File: config.mk
export PLATFORM = sky130hd
export DESIGN_NAME = risc_dmem_master
export DESIGN_NICKNAME = d
export VERILOG_FILES = /design/src/rtl/risc_dmem_master.sv
export SDC_FILE = /design/constraint.sdc
export NUM_CORES = 1
export LEC_CHECK = 0
export BUFFER_PORTS_ARGS = -buffer_cell sky130_fd_sc_hd__buf_2
export CELL_PAD_IN_SITES_DETAIL_PLACEMENT = 2
export CELL_PAD_IN_SITES_GLOBAL_PLACEMENT = 2
export CORE_MARGIN = 5
export CORE_UTILIZATION = 33
export CTS_BUF_LIST = sky130_fd_sc_hd__clkbuf_2 sky130_fd_sc_hd__clkbuf_4 sky130_fd_sc_hd__clkbuf_8
export CTS_CLUSTER_SIZE = 14
export DETAILED_ROUTE_END_ITERATION = 7
export PLACE_DENSITY_LB_ADDON = 0.08
export SETUP_SLACK_MARGIN = 0.02
export SYNTH_ARGS = -nofsm -noshare
export SYNTH_HDL_FRONTEND = slang
export SYNTH_SLANG_ARGS = --single-unit
File: constraint.sdc
create_clock -name clk -period 2 [get_ports clk]
set_input_delay 0.2 -clock clk [delete_from_list [all_inputs] [get_ports clk]]
set_output_delay 0.2 -clock clk [all_outputs]
set_load 0.05 [all_outputs]
File: src/rtl/risc_dmem_master.sv
// Data-memory bus initiator: sequences one load/store at a time through
// SETUP/ACCESS/HOLD so address and data never move while the memory is writing.
module risc_dmem_master #(
  parameter int AW          = 4,
  parameter int DW          = 8,
  parameter int WAIT_CYCLES = 0
) (
  input  logic          clk,
  input  logic          rst_n,
  input  logic          req_valid,
  output logic          req_ready,
  input  logic          req_store,
  input  logic [AW-1:0] req_addr,
  input  logic [DW-1:0] req_wdata,
  output logic          rsp_valid,
  input  logic          rsp_ready,
  output logic [DW-1:0] rsp_rdata,
  output logic          dmenbl,
  output logic [AW-1:0] dmaddr,
  output logic [DW-1:0] dmdatain,
  output logic          rdwr,
  input  logic [DW-1:0] dmdataout,
  output logic [7:0]    xfer_count
);

  typedef enum logic [2:0] {
    S_IDLE,
    S_SETUP,
    S_ACCESS,
    S_HOLD,
    S_RESP
  } state_t;

  state_t     r_state;
  state_t     w_state_nxt;
  logic       r_store;
  logic [3:0] r_wait;
  logic       w_accept;
  logic       w_access_done;
  logic       w_resp_done;

  assign req_ready = (r_state == S_IDLE);

  always_ff @(posedge clk or negedge rst_n) begin
    if (!rst_n) r_state <= S_IDLE;
    else        r_state <= w_state_nxt;
  end

  always_comb begin
    w_state_nxt   = r_state;
    w_accept      = 1'b0;
    w_access_done = 1'b0;
    w_resp_done   = 1'b0;
    case (r_state)
      S_IDLE: begin
        if (req_valid) begin
          w_accept    = 1'b1;
          w_state_nxt = S_SETUP;
        end
      end
      S_SETUP:  w_state_nxt = S_ACCESS;
      S_ACCESS: begin
        if (r_wait == 4'd0) begin
          w_access_done = 1'b1;
          w_state_nxt   = S_HOLD;
        end
      end
      S_HOLD:   w_state_nxt = S_RESP;
      S_RESP: begin
        if (rsp_ready) begin
          w_resp_done = 1'b1;
          w_state_nxt = S_IDLE;
        end
      end
      default:  w_state_nxt = S_IDLE;
    endcase
  end

  // All bus strobes are registered; dmaddr/dmdatain double as the request
  // latches and only load on accept, when rdwr is already high.
  always_ff @(posedge clk or negedge rst_n) begin
    if (!rst_n) begin
      r_store    <= 1'b0;
      r_wait     <= 4'd0;
      rdwr       <= 1'b1;
      dmenbl     <= 1'b0;
      dmaddr     <= '0;
      dmdatain   <= '0;
      rsp_valid  <= 1'b0;
      rsp_rdata  <= '0;
      xfer_count <= 8'd0;
    end else begin
      if (w_accept) begin
        r_store  <= req_store;
        dmaddr   <= req_addr;
        dmdatain <= req_wdata;
        dmenbl   <= 1'b1;
      end
      if (r_state == S_SETUP) begin
        rdwr   <= ~r_store;
        r_wait <= 4'(WAIT_CYCLES);
      end
      if ((r_state == S_ACCESS) && !w_access_done) begin
        r_wait <= r_wait - 4'd1;
      end
      if (w_access_done) begin
        rdwr <= 1'b1;
        if (!r_store) rsp_rdata <= dmdataout;
      end
      if (r_state == S_HOLD) begin
        dmenbl    <= 1'b0;
        rsp_valid <= 1'b1;
      end
      if (w_resp_done) begin
        rsp_valid  <= 1'b0;
        xfer_count <= xfer_count + 8'd1;
      end
    end
  end

endmodule

==> summary.md <==
| Metric | Value |
|---|---|
| CTS tree | `done` |
| Max Clock Skew | `6.83 ps` |
| Largest net degree at the start of global routing | `40` |
| P_leak | `1.06 nW` |
| Clk Latency, worst-skew pair | `300 ps` |
| Remaining antenna violation count | `0` |
| Power Density | `1900 nW/µm²` |
| Final period util | `0.909` |
| Achievable Freq | `550 MHz` |
| Vias in the first global route | `1,412` |
| Ports | `57` |
| Hold Path Class | `primary input to async pin` |
| Sequential share of the synthesized area | `0.582` |
| Die height | `81.3 µm` |
| Minimum clock period after layout | `1820 ps` |
| Crit. End Element | `register` |
| Synth-to-layout area growth | `28.5%` |
| Status | `finished, final reports clean` |
| Data required time of the worst path | `2180 ps` |
| First-pass DRT Iterations | `4` |
| # rows | `26` |
| Final hold violation count | `0` |
| CP startpoint kind | `register` |
| Clk root buf | `clkbuf_8` |
| Synth top cells by count | `dfrtp_1 (38), mux2_2 (21), nand2_1 (11)` |
| Gr usage total | `0.142` |
| Drt initial violations | `38` |
| Synth warnings | `0` |
| Synth cell types | `34` |
| Antenna cells | `0` |
| Drt wl/cell | `16.5 µm` |
| Longest Clk Path Bufs | `2` |
| Async SR Flop Fraction | `1.00` |
| Setup TNS | `0 ps` |
| Final number of max-transition violations | `0` |
| Post-Syn Nets | `158` |
| Most used DFF post-synth | `dfrtp_1` |
| Layout Utilization | `0.431` |
| H-tree levels | `2` |
| Initial core utilization | `0.335` |
| EDFF count, synth | `0` |
| Unrepaired setup endpoints after global routing | `no` |
| Layout cell share with drive strength beyond 1 | `0.487` |
| Die Width | `81.3 µm` |
| CP arrival | `2000 ps` |
| Core box area | `5010 µm²` |
| GPL Wtd Cong | `0.817` |
| Relative slew slack | `0.415` |
| Vias per cell | `4.80` |
| Share of the synthesized area in the top cell type | `0.566` |
| Detailed Route WL | `4340 µm` |
| Post-Synthesis Cell Area | `1680 µm²` |
| Peak supply drop | `666 µV` |
| # DRC | `0` |
| DR vias | `1,262` |
| Synth top area cells | `dfrtp_1 (57%), mux2_2 (14%), xnor2_1 (3.1%), nand2_1 (2.5%), dfstp_2 (1.6%)` |
| Nets | `219` |
| Worst-Margin Slew | `878 ps` |
| Initial antenna violation count | `0` |
| Reg clk slew, reported paths | `80 ps` |
| Seq cells post-synth | `39` |
| Max-cap viol count | `0` |
| Post_cts resized | `0` |
| Synthesized instance count | `131` |
| First-pass GRT wire length | `7000 µm` |
| Post-synth top area cell | `dfrtp_1` |
| Cts bufs inserted | `5` |
| Count leader, synth | `dfrtp_1` |
| GRT Residual Overflow | `0` |
| # hold bufs at CTS | `0` |
| Clock Sinks | `39` |
| Peak fanout along the critical path | `8` |
| Final setup violation count | `0` |
| Critical path class | `register to register` |
| DP HPWL | `3270 µm` |
| Post-CTS setup buffers | `0` |
| Die area | `6610 µm²` |
| Syn avg cell area | `12.8 µm²` |
| I/O Buffers | `56` |
cell families (layout without fill, tap and decap cells):
kind of cell | after synthesis | after routing | synth area share
flops | 39 | 39 | 0.582
simple gates | 35 | 35 | 0.124
mux | 23 | 23 | 0.153
compound gates | 14 | 14 | 0.0574
buf+inv | 10 | 72 | 0.0276
xor+xnor | 8 | 8 | 0.0417
fa+ha+maj | 2 | 2 | 0.0149
flip-flops by register name, summed over array words and instances, names as in the netlist:
name        flops
dmdatain        8
r_state         3
xfer_count      8
dmaddr          4
r_wait          4
rsp_valid       1
dmenbl          1
rsp_rdata       8
r_store         1
rdwr            1
power by group:
group	internal (mW)	leakage, nW	switching, mW	total (mW)
sequential	1.11	0.481	0.251	1.36
combinational	0.654	0.524	1.49	2.14
clock	0.314	0.0505	0.286	0.600
worst max-delay path: stages (launching register included):
cell and delay, ps:
dfrtp_1 410, inv_1 70, ha_1 180, and4bb_1 260
and3b_1 400, mux2_2 390
cells in the final DEF (no fill, tap or decap), types with 2 or more instances in the layout:
| cell | count |
|---|---|
| a21oi_1 | 4 |
| buf_2 | 56 |
| buf_4 | 3 |
| clkbuf_8 | 7 |
| dfrtp_1 | 38 |
| ha_1 | 2 |
| inv_1 | 5 |
| mux2_2 | 21 |
| mux2i_1 | 2 |
| nand2_1 | 11 |
| nand2b_1 | 2 |
| nand4_1 | 4 |
| nor2_1 | 3 |
| nor3_1 | 2 |
| o211ai_1 | 2 |
| o21ai_0 | 4 |
| xnor2_1 | 6 |
| xor2_1 | 2 |
metrics by stage:
stage	hold WS [ps]	setup WS (ps)	instance area, µm²	cells	total power, mW
detailed placement	380	172	2050	255	3.56
global route	85.3	107	2160	263	4.35
floorplan	-95.6	201	1690	131	3.00
CTS	50.7	158	2160	263	4.18
finish	13.7	183	2160	263	4.10
global placement	367	269	2050	255	3.46
path summary, 6_finish.rpt:
kind                            slack [ps]  depth (start not counted)     startpoint            end
worst max-delay path                   180                          5      r_wait[0]   rsp_rdata[0]
worst min-delay path                    10                          1          rst_n      dmaddr[0]
worst max register to register         180                          5      r_wait[0]   rsp_rdata[0]
worst min register to register         470                          1  xfer_count[7]  xfer_count[7]
max in group asynchronous             1430                          1          rst_n      r_wait[0]
min in group clk                       130                          2   req_wdata[4]    dmdatain[4]
metal layers:
layer / vias to the layer above / share of wire / track usage
met2: 40 / 0.50 / 0.243
met3: 8 / 0.071 / 0.0477
met1: 627 / 0.41 / 0.161
met4: 0 / 0.015 / 0.0557
li1: 587 / - / -
met5: - / 0 / 0
cell type report:
cell class / count / area (µm²)
repair buffers: 59 / 303
fillers: 542 / 2850
well taps: 70 / 87.6
clock buffers: 7 / 96.3
clock inverters: 1 / 7.51
multi-input cells: 82 / 667
flip-flops and latches: 39 / 977
inverters: 5 / 18.8
No activity file was read; power rests on OpenSTA's default activity.
